## src/rtl/reaction_measure_state.sv

```systemverilog
// Reaction timer measurement stage: random wait, go LED, BCD millisecond count until KEY[0] press.
// Freezes the score on DONE (out_state=3); dropping en returns to IDLE with digits held.
module reaction_measure_state #(
  parameter int CLK_PER_MS   = 50000,
  parameter int MIN_DELAY_MS = 1000
) (
  input  logic       clk,
  input  logic       rst_n,
  input  logic       en,
  input  logic [1:0] KEY,
  output logic       led_go,
  output logic [3:0] score_a,
  output logic [3:0] score_b,
  output logic [3:0] score_c,
  output logic [3:0] score_d,
  output logic [3:0] out_state
);

  localparam int PW = (CLK_PER_MS > 1) ? $clog2(CLK_PER_MS) : 1;

  typedef enum logic [2:0] {
    S_IDLE = 3'd0,
    S_WAIT = 3'd1,
    S_GO   = 3'd2,
    S_FOUL = 3'd3,
    S_DONE = 3'd4
  } state_t;

  state_t      state_q, state_d;
  logic [PW-1:0] presc_q, presc_d;
  logic [12:0] dly_cnt_q, dly_cnt_d;
  logic [12:0] delay_ms_q, delay_ms_d;
  logic [15:0] lfsr_q, lfsr_d;
  logic        sync1_q, sync2_q, sync_prev_q, press_q;
  logic [3:0]  a_q, b_q, c_q, d_q;
  logic [3:0]  a_d, b_d, c_d, d_d;
  logic [3:0]  a_inc, b_inc, c_inc, d_inc;
  logic        ms_tick;
  logic        key1_unused;

  assign key1_unused = KEY[1];
  assign ms_tick     = (presc_q == PW'(CLK_PER_MS - 1));
  assign lfsr_d      = {1'b0, lfsr_q[15:1]} ^ (lfsr_q[0] ? 16'hB400 : 16'h0000);

  // Cascaded BCD increment; the thousands digit never wraps because GO exits at 9999.
  always_comb begin
    a_inc = a_q;
    b_inc = b_q;
    c_inc = c_q;
    d_inc = d_q;
    if (a_q != 4'd9) begin
      a_inc = a_q + 4'd1;
    end else begin
      a_inc = 4'd0;
      if (b_q != 4'd9) begin
        b_inc = b_q + 4'd1;
      end else begin
        b_inc = 4'd0;
        if (c_q != 4'd9) begin
          c_inc = c_q + 4'd1;
        end else begin
          c_inc = 4'd0;
          if (d_q != 4'd9) d_inc = d_q + 4'd1;
        end
      end
    end
  end

  always_comb begin
    state_d    = state_q;
    dly_cnt_d  = dly_cnt_q;
    delay_ms_d = delay_ms_q;
    a_d        = a_q;
    b_d        = b_q;
    c_d        = c_q;
    d_d        = d_q;
    case (state_q)
      S_IDLE: begin
        if (en) begin
          delay_ms_d = 13'(MIN_DELAY_MS) + {1'b0, lfsr_q[11:0]};
          dly_cnt_d  = 13'd0;
          state_d    = S_WAIT;
        end
      end
      S_WAIT: begin
        if (press_q) begin
          state_d = S_FOUL;
        end else if (dly_cnt_q == delay_ms_q) begin
          {d_d, c_d, b_d, a_d} = 16'h0000;
          state_d = S_GO;
        end else if (ms_tick) begin
          dly_cnt_d = dly_cnt_q + 13'd1;
        end
      end
      S_GO: begin
        // A press in the same cycle as a tick blocks that increment.
        if (press_q) begin
          state_d = S_DONE;
        end else if (ms_tick) begin
          {d_d, c_d, b_d, a_d} = {d_inc, c_inc, b_inc, a_inc};
          if ({d_inc, c_inc, b_inc, a_inc} == 16'h9999) state_d = S_DONE;
        end
      end
      S_FOUL: begin
        {d_d, c_d, b_d, a_d} = 16'h9999;
        state_d = S_DONE;
      end
      S_DONE: state_d = S_DONE;
      default: state_d = S_IDLE;
    endcase
    if (state_q != S_IDLE && !en) begin
      state_d = S_IDLE;
      {d_d, c_d, b_d, a_d} = {d_q, c_q, b_q, a_q};
    end
  end

  // Prescaler restarts on every state change so the first tick lands a full ms after entry.
  always_comb begin
    if (state_d != state_q || ms_tick) presc_d = '0;
    else                               presc_d = presc_q + PW'(1);
  end

  always_ff @(posedge clk) begin
    if (!rst_n) begin
      state_q     <= S_IDLE;
      presc_q     <= '0;
      dly_cnt_q   <= 13'd0;
      delay_ms_q  <= 13'd0;
      lfsr_q      <= 16'hACE1;
      sync1_q     <= 1'b1;
      sync2_q     <= 1'b1;
      sync_prev_q <= 1'b1;
      press_q     <= 1'b0;
      a_q         <= 4'd0;
      b_q         <= 4'd0;
      c_q         <= 4'd0;
      d_q         <= 4'd0;
    end else begin
      state_q     <= state_d;
      presc_q     <= presc_d;
      dly_cnt_q   <= dly_cnt_d;
      delay_ms_q  <= delay_ms_d;
      lfsr_q      <= lfsr_d;
      sync1_q     <= KEY[0];
      sync2_q     <= sync1_q;
      sync_prev_q <= sync2_q;
      press_q     <= sync_prev_q & ~sync2_q;
      a_q         <= a_d;
      b_q         <= b_d;
      c_q         <= c_d;
      d_q         <= d_d;
    end
  end

  assign led_go    = (state_q == S_GO);
  assign out_state = (state_q == S_DONE) ? 4'd3 : 4'd2;
  assign score_a   = a_q;
  assign score_b   = b_q;
  assign score_c   = c_q;
  assign score_d   = d_q;

endmodule
```

## config.mk

```make
export PLATFORM = sky130hd
export DESIGN_NAME = reaction_measure_state
export DESIGN_NICKNAME = d
export VERILOG_FILES = /design/src/rtl/reaction_measure_state.sv
export SDC_FILE = /design/constraint.sdc
export NUM_CORES = 1
export LEC_CHECK = 0
export ABC_AREA = 0
export ABC_CLOCK_PERIOD_IN_PS = 1900
export CAP_MARGIN = 15
export CORE_UTILIZATION = 45
export CTS_CLUSTER_SIZE = 12
export DETAILED_ROUTE_END_ITERATION = 6
export PLACE_DENSITY = 0.73
export SLEW_MARGIN = 20
export SYNTH_ARGS = -nofsm -noshare
export SYNTH_HDL_FRONTEND = slang
export SYNTH_SLANG_ARGS = --single-unit
```

## constraint.sdc

```tcl
create_clock -name clk -period 1.9 [get_ports clk]
set_input_delay 0.285 -clock clk [delete_from_list [all_inputs] [get_ports clk]]
set_output_delay 0.285 -clock clk [all_outputs]
set_load 0.01 [all_outputs]
```

==> results of run 1 <==
## cells in the mapped netlist, types with 3 or more instances
| master | number | area share |
|---|---|---|
| nor2b_1 | 4 | 0.0062 |
| and3_1 | 6 | 0.0093 |
| ha_1 | 5 | 0.015 |
| xnor2_1 | 26 | 0.056 |
| nand2_1 | 42 | 0.039 |
| nand3b_1 | 3 | 0.0056 |
| o31ai_1 | 7 | 0.013 |
| clkbuf_1 | 16 | 0.015 |
| mux2i_1 | 6 | 0.015 |
| nand4_1 | 15 | 0.023 |
| nand3_1 | 22 | 0.027 |
| o21ai_0 | 25 | 0.031 |
| nor2_1 | 31 | 0.029 |
| or4_1 | 3 | 0.0056 |
| a21oi_1 | 28 | 0.035 |
| and4_1 | 4 | 0.0087 |
| xor2_1 | 14 | 0.030 |
| dfxtp_1 | 81 | 0.40 |
| nor4_1 | 17 | 0.026 |
| nand2b_1 | 13 | 0.020 |
| and2_1 | 11 | 0.017 |
| nor3_1 | 5 | 0.0062 |
| buf_4 | 3 | 0.0056 |
| buf_2 | 3 | 0.0037 |
| o211ai_1 | 8 | 0.015 |
| or3_1 | 5 | 0.0077 |
| a211oi_1 | 7 | 0.013 |
| inv_1 | 18 | 0.017 |
## final timing paths
kind	startpoint	to	slack, ps
min reg2reg	sync1_q$_SDFF_PN1_	sync2_q$_SDFF_PN1_	410
max	score_d[1]$_SDFFE_PN0P_	presc_q[0]$_SDFF_PP0_	-240
min	sync1_q$_SDFF_PN1_	sync2_q$_SDFF_PN1_	410
max reg2reg	score_d[1]$_SDFFE_PN0P_	presc_q[0]$_SDFF_PP0_	-240
## state kept, by name, indices dropped and copies added, names as in the netlist
| signal | cells |
|---|---|
| lfsr_q | 16 |
| presc_q | 16 |
| delay_ms_q | 13 |
| dly_cnt_q | 13 |
| score_a | 4 |
| score_b | 4 |
| score_c | 4 |
| score_d | 4 |
| state_q | 3 |
| press_q | 1 |
| sync1_q | 1 |
| sync2_q | 1 |
| sync_prev_q | 1 |
## per-stage QoR
stage / power, mW / utilization / TNS, ps / cell area, µm²
floorplan: 2.153 / - / -2449 / 4064
global placement: 2.328 / 0.5557 / -5417 / 4846
detailed placement: 2.342 / 0.5557 / -7424 / 4846
CTS: 3.630 / 0.5848 / -4015 / 5100
global route: 3.863 / 0.6089 / -7793 / 5310
finish: 3.689 / 0.6089 / -5259 / 5310
## worst max-delay path, cell delays in order (launching register included)
cell	delay (ps)
dfxtp_1	320
or4b_1	570
nor4b_4	280
and4bb_2	300
o2111ai_4	120
a31oi_4	180
buf_12	170
nor4_1	60
## area by class of cell
type	count	area, µm²	share of cell area
clock buffers	10	137.6	0.02592
well taps	108	135.1	0.02545
inverters	19	71.32	0.01343
clock inverters	6	67.56	0.01272
repair buffers	99	830.8	0.1565
flip-flops and latches	81	1638	0.3084
multi-input cells	344	2430	0.4576
## cell families (layout without fill, tap and decap cells)
| family | after synthesis | count (layout) | share of synthesized area |
|---|---|---|---|
| other | 2 | 3 | 0.001859 |
| buffers and inverters | 45 | 134 | 0.04955 |
| DFF | 81 | 81 | 0.4014 |
| adders and majority gates | 5 | 5 | 0.01548 |
| AOI/OAI and AO/OA | 95 | 95 | 0.1623 |
| and+or+nand+nor | 194 | 194 | 0.2642 |
| xor gates and xnor gates | 40 | 40 | 0.08672 |
| muxes | 7 | 7 | 0.01858 |
## layer usage
layer / track usage / part of all wire / up-vias
met5: 0 / 0 / -
met4: 0.06774 / 0.022 / 0
met3: 0.03685 / 0.043 / 22
met2: 0.3521 / 0.49 / 90
met1: 0.2819 / 0.45 / 1796
li1: - / - / 1840
## where the power goes
| group | switching (mW) | total [mW] | internal [mW] | leakage (nW) |
|---|---|---|---|---|
| clock | 0.653 | 1.30 | 0.645 | 0.0985 |
| sequential | 0.0539 | 1.82 | 1.77 | 0.666 |
| combinational | 0.308 | 0.572 | 0.264 | 1.21 |
| total | 1.01 | 3.69 | 2.67 | 1.98 |
## what timing repair did
action                     CTS  global route
setup buffers                1             6
gates resized for setup     13            40
hold buffers                 0             0
gates cloned                 0             0
pin swaps                    7            11
setup endpoints to repair   37            43
## cells in the final DEF, fill, tap and decap left out, types with 4 or more instances in the layout
cell type,n
a211oi_1,7
a21oi_1,27
and2_1,11
and3_1,6
buf_4,74
clkbuf_8,10
clkdlybuf4s50_1,19
dfxtp_1,68
dfxtp_2,13
ha_1,4
inv_1,18
mux2i_1,5
nand2_1,42
nand2b_1,13
nand3_1,20
nand4_1,15
nor2_1,30
nor3_1,4
nor4_1,9
nor4_2,6
o211ai_1,8
o21ai_0,21
o31ai_1,7
or3_1,5
xnor2_1,19
xnor2_2,7
xor2_1,14
==> impl_summary.log, run 1 <==
[metrics] width of the chip: 96.75 µm
[metrics] Rel. slew slack: 0.5928
[metrics] initial core utilization: 0.4633
[metrics] fmax: 467.3 MHz
[metrics] Worst-Margin Slew: 610.2 ps
[metrics] proportion of layout cells with a drive suffix above 1: 0.2719
[metrics] number of buffers created by CTS: 9
[metrics] DR pass1 iterations: 5
[metrics] site row count: 34
[metrics] cell area after synthesis: 4040 µm²
[metrics] Worst Skew: about 17 ps
[metrics] clock tree root buffer cell: clkbuf_8
[metrics] worst slack after detailed placement: -301.6 ps
[metrics] type of the worst min-delay path: register to register
[metrics] sequential area share after synthesis: 0.4014
[metrics] die area: 9361 µm²
[metrics] crit path capture type: register
[metrics] total wire length: 10,120 µm
[metrics] post-layout instance count excluding filler cells: 667
[metrics] startpoint class of the critical path: register
[metrics] total global routing track utilization: 0.2128
[metrics] Placed Instances: 644
[metrics] buffers from clock root to sink, at most: 2
[metrics] Critical Path RT: ~2100 ps
[metrics] failing checks: negative setup slack
[metrics] vias in the first global route: 3,532
[metrics] number of vias per cell after detailed routing: 5.619
[metrics] count of cell types in the netlist: 60
[metrics] clock tree from TritonCTS: yes
[metrics] number of instances in the synthesized netlist: approximately 470
[metrics] Antenna Nets Post-Route: 0
[metrics] placer's final routability congestion estimate: 0.9063
[metrics] VDD IR-drop max: between 0.3 and 0.4 mV
[metrics] number of flops mapped to enable cells by yosys: 0
[metrics] clock-pin slew on the worst setup and hold paths: 80 ps
[metrics] leading register cell type out of synthesis: dfxtp_1
[metrics] Filler Cells Inserted: 686
[metrics] signed area change from the synthesized netlist to the final layout: 31.43%
[metrics] portion of the clock cycle consumed by the worst path in the final layout: 1.126
[metrics] Setup-failing EPs final: 31
[metrics] antenna violations before repair: 0
[metrics] Ant. Diodes: 0
[metrics] post-layout min period: 2140 ps
[metrics] critical-path maximum fanout: 16
[metrics] largest net degree at the start of global routing: 21
[metrics] GRT overflow: 0
[metrics] Vias: 3,748
[metrics] status: finished with violations
[metrics] number of cells on the worst reg-to-reg path: 7
[metrics] number of hold-slack violations in the final timing report: 0
[metrics] H-Tree Depth: 3
[metrics] hold slack final: slightly above 400 ps
[metrics] Crit path arrival time: 2350 ps
[metrics] Setup CP Type: register to register
[metrics] Core ar.: 8721 µm²
[metrics] drt wl/cell: roughly 15 µm
[metrics] Yosys warnings: 0
[metrics] instance count along the most critical hold path: 1
[metrics] Max Cap Viol: 0
[metrics] vertical extent of the die: 96.75 µm
[metrics] half-perimeter wire length after placement: 6712 µm
[metrics] count of clock tree sinks: 81
[metrics] power per unit of standard cell area: 694.8 nW/µm²
[metrics] # DRC: 0
[metrics] DRC marker count from the first detailed-route iteration: 283
[metrics] count of buffers from port buffering: 21
[metrics] Leakage Power: around 2 nW
[metrics] ports placed on the boundary: 26
[metrics] setup repair after global routing missed its margin: yes
[metrics] Skew-Pair Late Insertion Delay: 360 ps
[metrics] slack of the critical path: -240.1 ps
[metrics] final layout net count: roughly 560
[metrics] max-slew violation count: 0
[metrics] FF+latch count, synth: 81
[metrics] Post-Synthesis Mean Instance Area: 8.614 µm²
[metrics] ys async rst share: 0
[metrics] wire length of the first global-routing pass: 16,420 µm
No activity file was read; power rests on OpenSTA's default activity.
==> inputs of run 2 (changes only) <==
--- a/config.mk
+++ b/config.mk
@@ -11,7 +11,9 @@
 export CORE_UTILIZATION = 45
 export CTS_CLUSTER_SIZE = 12
 export DETAILED_ROUTE_END_ITERATION = 6
+export MAX_ROUTING_LAYER = met4
 export PLACE_DENSITY = 0.73
+export SKIP_LAST_GASP = 1
 export SLEW_MARGIN = 20
 export SYNTH_ARGS = -nofsm -noshare
 export SYNTH_HDL_FRONTEND = slang
==> impl_summary.log, run 2 (synthesized netlist as in run 1, its figures left out) <==
[metrics] startpoint class of the critical path: register
[metrics] Antenna Nets Post-Route: 0 (unchanged)
[metrics] VDD IR-drop max: 0.3729 mV (+2.1%)
[metrics] Ant. Diodes: 0 (unchanged)
[metrics] Worst-Margin Slew: 609.8 ps (-0.4179 ps)
[metrics] max-slew violation count: 0 (unchanged)
[metrics] number of vias per cell after detailed routing: 5.589 (-0.54%)
[metrics] fmax: 471.5 MHz (+0.90%)
[metrics] Critical Path RT: 2110 ps (about the same)
[metrics] placer's final routability congestion estimate: 0.9219 (+1.7%)
[metrics] Leakage Power: 1.970 nW (-0.32%)
[metrics] power share of the sequential group: 0.492 (about the same)
[metrics] Core ar.: 8721 µm² (unchanged)
[metrics] largest registers: lfsr_q x16, presc_q x16
[metrics] setup repair after global routing missed its margin: yes
[metrics] Rel. slew slack: 0.5930 (about the same)
[metrics] vias in the first global route: 3,531 (-0.028%)
[metrics] critical-path maximum fanout: 16 (unchanged)
[metrics] slack of the critical path: -220.9 ps (+19.17 ps)
[metrics] vertical extent of the die: 96.75 µm (unchanged)
[metrics] Buf/Inv on CP: 1 (unchanged)
[metrics] buffers from clock root to sink, at most: 2 (unchanged)
[metrics] wire length of the first global-routing pass: 16,410 µm (about the same)
[metrics] clock tree from TritonCTS: yes
[metrics] global-route track usage on met2: 0.3521 (unchanged)
[metrics] ports placed on the boundary: 26 (unchanged)
[metrics] CP peak stage delay: 570 ps (about the same)
[metrics] delay-heaviest family, CP: simple AND/OR/NAND/NOR gates
[metrics] layer with the highest usage: met2
[metrics] clock tree root buffer cell: clkbuf_8
[metrics] Setup CP Type: register to register
[metrics] crit path capture type: register
[metrics] combinational cell fraction of total power: 0.155 (about the same)
[metrics] largest net degree at the start of global routing: 21 (unchanged)
[metrics] leading cell type in the layout, fill and taps excluded: buf_4
[metrics] Max Cap Viol: 0 (unchanged)
[metrics] Skew-Pair Late Insertion Delay: 360 ps (about the same)
[metrics] power per unit of standard cell area: 699.1 nW/µm² (+0.63%)
[metrics] failing checks: negative setup slack
[metrics] total wire length: 9789 µm (-3.3%)
[metrics] met3 Usage GRT: 0.03251 (-0.004335)
[metrics] worst slack after detailed placement: -301.6 ps (unchanged)
[metrics] signed area change from the synthesized netlist to the final layout: 30.72%
[metrics] summed negative setup slack over all endpoints: -3862 ps (+1397 ps)
[metrics] final layout net count: 563 (-0.18%)
[metrics] count of clock tree sinks: 81 (unchanged)
[metrics] status: finished with violations
[metrics] top library cells by usage in the layout, fill and taps aside: buf_4 (72), dfxtp_1 (68), nand2_1 (42)
[metrics] Crit path arrival time: 2330 ps (-20 ps)
[metrics] initial core utilization: 0.4633 (unchanged)
[metrics] half-perimeter wire length after placement: 6712 µm (unchanged)
[metrics] total global routing track utilization: 0.2190 (+0.006152)
[metrics] H-Tree Depth: 3 (unchanged)
[metrics] Worst Skew: 16.26 ps (-0.8120 ps)
[metrics] switching power total: 1.016 mW (about the same)
[metrics] DR pass1 iterations: 5 (unchanged)
[metrics] hold slack final: 412.1 ps (+0.4450 ps)
[metrics] Vias: 3,722 (-0.69%)
[metrics] clock-pin slew on the worst setup and hold paths: 80 ps (about the same)
[metrics] highest-delay cell along the critical path: or4b_1
[metrics] critical-path cell list: or4b_1 -> nor4b_4 -> and4bb_2 -> o2111ai_4 -> a31oi_4 -> buf_12 -> nor4_1
[metrics] met1 track utilization from global routing: 0.2819 (unchanged)
[metrics] portion of the clock cycle consumed by the worst path in the final layout: 1.116 (-0.01009)
[metrics] die area: 9361 µm² (unchanged)
[metrics] number of hold-slack violations in the final timing report: 0 (unchanged)
[metrics] DRC marker count from the first detailed-route iteration: 200 (-29%)
[metrics] drt wl/cell: 14.70 µm (-3.1%)
[metrics] switch share: 0.2751 (about the same)
[metrics] GRT overflow: 0 (unchanged)
[metrics] type of the worst min-delay path: register to register
[metrics] overall power: 3.692 mW (about the same)
[metrics] post-layout min period: 2121 ps (-19.17 ps)
[metrics] count of buffers from port buffering: 21 (unchanged)
[metrics] # DRC: 0 (unchanged)
[metrics] part of the total power dissipated in the clock network: 0.352 (about the same)
[metrics] site row count: 34 (unchanged)
[metrics] internal power contribution: 2.676 mW (about the same)
[metrics] width of the chip: 96.75 µm (unchanged)
[metrics] Filler Cells Inserted: 690 (+0.58%)
[metrics] proportion of layout cells with a drive suffix above 1: 0.2652 (-0.006681)
[metrics] Setup-failing EPs final: 25 (-19%)
[metrics] antenna violations before repair: 0 (unchanged)
[metrics] number of buffers created by CTS: 9 (unchanged)
[run 2: cell types whose count changed in the layout (fill, tap and decap cells not counted), sizes merged]
cell and change:
buf -1
[run 2: what timing repair did]
action,4_1_cts,5_1_grt
pin swaps,6,11
hold endpoints to repair,0,0
resized for setup,13,36
setup buffers,1,6
setup endpoints to repair,37,43
hold buffers,0,0
[run 2: layout make-up]
| class | instances | area (µm²) | area share |
|---|---|---|---|
| Clock buffer | 10 | 137.6 | 0.02606 |
| Inverter | 19 | 71.32 | 0.01350 |
| Multi-Input combinational cell | 344 | 2405 | 0.4553 |
| Timing Repair Buffer | 98 | 827.0 | 0.1566 |
| Sequential cell | 81 | 1638 | 0.3101 |
| Clock inverter | 6 | 67.56 | 0.01279 |
| Tap cell | 108 | 135.1 | 0.02559 |
[run 2: final timing paths]
kind / startpoint / end / slack (ps) / cells past startpoint
worst max-delay path: score_d[1]$_SDFFE_PN0P_ / presc_q[0]$_SDFF_PP0_ / -220 / 7
worst min-delay path: sync1_q$_SDFF_PN1_ / sync2_q$_SDFF_PN1_ / 410 / 1
worst max register to register: score_d[1]$_SDFFE_PN0P_ / presc_q[0]$_SDFF_PP0_ / -220 / 7
worst min register to register: sync1_q$_SDFF_PN1_ / sync2_q$_SDFF_PN1_ / 410 / 1
[run 2: metrics by stage]
stage / cell area, µm² / util / std cells
floorplan: 4064 / - / 470
global route: 5281 / 0.6056 / 666
global placement: 4846 / 0.5557 / 644
finish: 5281 / 0.6056 / 666
CTS: 5100 / 0.5848 / 661
detailed placement: 4846 / 0.5557 / 644
[run 2: per-layer routing]
layer / wire, µm / share of wire
met1: 4501 / 0.46
met2: 4755 / 0.49
met3: 409 / 0.042
met4: 123 / 0.013
met5: 0 / 0
[run 2: power groups by stage]
| stage | clock network (mW) | logic, mW | registers, mW |
|---|---|---|---|
| after floorplan | 0 | 0.312 | 1.84 |
| after global placement | 0 | 0.481 | 1.85 |
| after detailed placement | 0 | 0.492 | 1.85 |
| after CTS | 1.31 | 0.511 | 1.81 |
| after global routing | 1.41 | 0.624 | 1.83 |
| final | 1.30 | 0.573 | 1.82 |
==> inputs of run 3 (changes only) <==
--- a/config.mk
+++ b/config.mk
@@ -8,11 +8,14 @@
 export ABC_AREA = 0
 export ABC_CLOCK_PERIOD_IN_PS = 1900
 export CAP_MARGIN = 15
-export CORE_UTILIZATION = 45
+export CELL_PAD_IN_SITES_DETAIL_PLACEMENT = 1
+export CELL_PAD_IN_SITES_GLOBAL_PLACEMENT = 2
+export CORE_UTILIZATION = 33
 export CTS_CLUSTER_SIZE = 12
 export DETAILED_ROUTE_END_ITERATION = 6
+export GPL_ROUTABILITY_DRIVEN = 0
 export MAX_ROUTING_LAYER = met4
-export PLACE_DENSITY = 0.73
+export PLACE_DENSITY = 0.83
 export SKIP_LAST_GASP = 1
 export SLEW_MARGIN = 20
 export SYNTH_ARGS = -nofsm -noshare
==> impl_summary.log, run 3 (synthesized netlist as in run 1, its figures left out) <==
[metrics] number of vias per cell after detailed routing: 5.334 (-4.6%)
[metrics] highest-delay cell along the critical path: or4b_4
[metrics] Placed Instances: 703 (+9.2%)
[metrics] portion of the clock cycle consumed by the worst path in the final layout: 1.146 (+0.02952)
[metrics] GRT overflow: 0 (unchanged)
[metrics] ports placed on the boundary: 26 (unchanged)
[metrics] instance count along the most critical hold path: 2 (+1)
[metrics] number of buffers created by CTS: 9 (unchanged)
[metrics] width of the chip: 112.6 µm (+16%)
[metrics] slack of the critical path: -277.0 ps (-56.09 ps)
[metrics] proportion of layout cells with a drive suffix above 1: 0.3028 (+0.03754)
[metrics] initial core utilization: 0.3378 (-0.1255)
[metrics] number of hold-slack violations in the final timing report: 0 (unchanged)
[metrics] H-Tree Depth: 3 (unchanged)
[metrics] buffers from clock root to sink, at most: 2 (unchanged)
[metrics] count of buffers from port buffering: 21 (unchanged)
[metrics] Antenna Nets Post-Route: 0 (unchanged)
[metrics] antenna violations before repair: 0 (unchanged)
[metrics] number of hold buffers added after cts: 0 (unchanged)
[metrics] worst slack after detailed placement: -338.3 ps (-36.69 ps)
[metrics] post-layout instance count excluding filler cells: 725 (+8.9%)
[metrics] Ant. Diodes: 0 (unchanged)
[metrics] startpoint class of the critical path: register
[metrics] clock tree root buffer cell: clkbuf_16
[metrics] type of the worst min-delay path: register to register
[metrics] critical-path maximum fanout: 16 (unchanged)
[metrics] CP peak stage delay: 550 ps (-20 ps)
[metrics] fmax: 459.4 MHz (-2.6%)
[metrics] wire length of the first global-routing pass: 19,830 µm (+21%)
[metrics] internal power contribution: 2.974 mW (+11%)
[metrics] max-slew violation count: 0 (unchanged)
[metrics] clock tree from TritonCTS: yes
[metrics] worst setup slack for register-to-register paths: -280 ps (-60 ps)
[metrics] status: finished with violations
[metrics] Setup-failing EPs final: 39 (+56%)
[metrics] crit path capture type: register
[metrics] Leakage Power: 2.136 nW (+8.4%)
[metrics] Crit path arrival time: 2390 ps (+60 ps)
[metrics] Worst Skew: 6.738 ps (-9.518 ps)
[metrics] Setup CP Type: register to register
[metrics] leading cell type in the layout, fill and taps excluded: buf_4
[metrics] vias in the first global route: 4,014 (+14%)
[metrics] DRC marker count from the first detailed-route iteration: 144 (-28%)
[metrics] startpoint of the lowest-slack hold path: sync_prev_q$_SDFF_PN1_
[metrics] switch share: 0.2717 (-0.003376)
[metrics] total wire length: 12,250 µm (+25%)
[metrics] number of cells on the worst reg-to-reg path: 8 (+1)
[metrics] part of the total power dissipated in the clock network: 0.396 (+0.044)
[metrics] half-perimeter wire length after placement: 8568 µm (+28%)
[metrics] Max Cap Viol: 0 (unchanged)
[metrics] die area: 12,690 µm² (+36%)
[metrics] # DRC: 0 (unchanged)
[metrics] startpoint of the most critical register-to-register path: score_d[1]$_SDFFE_PN0P_
[metrics] Skew-Pair Late Insertion Delay: 340 ps (-20 ps)
[metrics] switching power total: 1.110 mW (+9.2%)
[metrics] critical-path cell list: or4b_4 -> nor4b_4 -> buf_4 -> and4bb_2 -> o2111ai_4 -> a31oi_4 -> buf_12 -> nor4_1
[metrics] Vias: 3,867 (+3.9%)
[metrics] setup repair after global routing missed its margin: yes
[metrics] Critical Path RT: 2120 ps (about the same)
[metrics] final layout net count: 584 (+3.7%)
[metrics] Core ar.: 11,960 µm² (+37%)
[metrics] total global routing track utilization: 0.2040 (-0.01502)
[metrics] largest registers: lfsr_q x16, presc_q x16
[metrics] post-layout min period: 2177 ps (+56.09 ps)
[metrics] combinational cell fraction of total power: 0.158 (+0.003)
[metrics] clock-pin slew on the worst setup and hold paths: 60 ps (-20 ps)
[metrics] top library cells by usage in the layout, fill and taps aside: buf_4 (87), dfxtp_1 (70), nand2_1 (42)
[metrics] DR pass1 iterations: 4 (-1)
[metrics] count of clock tree sinks: 81 (unchanged)
[metrics] worst reg2reg path endpoint: presc_q[5]$_SDFF_PP0_
[metrics] power per unit of standard cell area: 721.2 nW/µm² (+3.2%)
[metrics] drt wl/cell: 16.90 µm (+15%)
[metrics] vertical extent of the die: 112.6 µm (+16%)
[metrics] failing checks: negative setup slack
[metrics] power share of the sequential group: 0.446 (-0.046)
[metrics] site row count: 40 (+18%)
[metrics] endpoint of the worst hold-timing path: press_q$_SDFF_PN0_
[metrics] largest net degree at the start of global routing: 21 (unchanged)
[metrics] signed area change from the synthesized netlist to the final layout: 40.17%
[metrics] VDD IR-drop max: 0.3946 mV (+5.8%)
run 3: cell types whose count changed in the layout (fill, tap and decap cells not counted), moves of 3 or more:
cell,delta
buf_4,+15
o21ai_2,+3
buf_6,+5
clkbuf_8,-9
a21oi_1,-4
clkbuf_16,+10
nor4_1,+3
o21ai_0,-5
run 3: worst max path at each step:
stage	from	end	slack (ps)	depth (start not counted)
global route	score_d[1]$_SDFFE_PN0P_	presc_q[5]$_SDFF_PP0_	-350	8
floorplan	score_c[1]$_SDFFE_PN0P_	presc_q[13]$_SDFF_PP0_	-200	8
finish	score_d[1]$_SDFFE_PN0P_	presc_q[5]$_SDFF_PP0_	-280	8
detailed placement	score_a[0]$_SDFFE_PN0P_	presc_q[4]$_SDFF_PP0_	-340	8
CTS	score_d[1]$_SDFFE_PN0P_	presc_q[4]$_SDFF_PP0_	-250	8
global placement	presc_q[15]$_SDFF_PP0_	dly_cnt_q[11]$_SDFFE_PN0P_	-250	7
run 3: cell type report:
class / instances / area [µm²]
Clock inverter: 5 / 32.53
Timing Repair Buffer: 119 / 1023
Inverter: 19 / 71.32
Tap cell: 147 / 183.9
Multi-Input combinational cell: 344 / 2477
Clock buffer: 10 / 239.0
Fill cell: 1367 / 6299
Sequential cell: 81 / 1635
run 3: worst max-delay path, delay by kind of cell (launching register included):
family | cells | cell delay, ps
flip-flops | 1 | 320
buffers and inverters | 2 | 310
AND/OR/NAND/NOR | 4 | 1080
AO/OA/AOI/OAI | 2 | 330
run 3: layer usage:
metal  vias to the layer above  GRT usage  share of wire
met1                      1923     0.2494           0.45
met3                        17    0.03834          0.025
met5                         -          -              0
met2                        44     0.3374           0.51
met4                         0    0.06756          0.015
li1                       1883          -              -
run 3: through the flow:
stage / cell area, µm² / utilization / TNS (ps) / power [mW] / hold WS, ps
finish: 5663 / 0.4734 / -6146 / 4.084 / 413.8
global route: 5663 / 0.4734 / -9751 / 4.244 / 432.4
CTS: 5393 / 0.4508 / -5479 / 4.048 / 417.0
global placement: 5032 / 0.4207 / -5783 / 2.374 / 389.2
floorplan: 4064 / - / -2449 / 2.153 / 386.3
detailed placement: 5032 / 0.4207 / -7075 / 2.401 / 400.7
run 3: power by group through the flow:
| stage | Combinational (mW) | Clock [mW] | Sequential [mW] |
|---|---|---|---|
| detailed placement | 0.547 | 0 | 1.85 |
| floorplan | 0.312 | 0 | 1.84 |
| finish | 0.645 | 1.62 | 1.82 |
| global route | 0.698 | 1.71 | 1.83 |
| CTS | 0.579 | 1.65 | 1.82 |
| global placement | 0.523 | 0 | 1.85 |
run 3: timing repair:
action,in CTS,in global routing
hold endpoints to repair,0,0
setup buffers,3,3
endpoints found under the setup margin,46,49
pin swaps,7,33
gates resized for setup,17,58
cloned,0,2
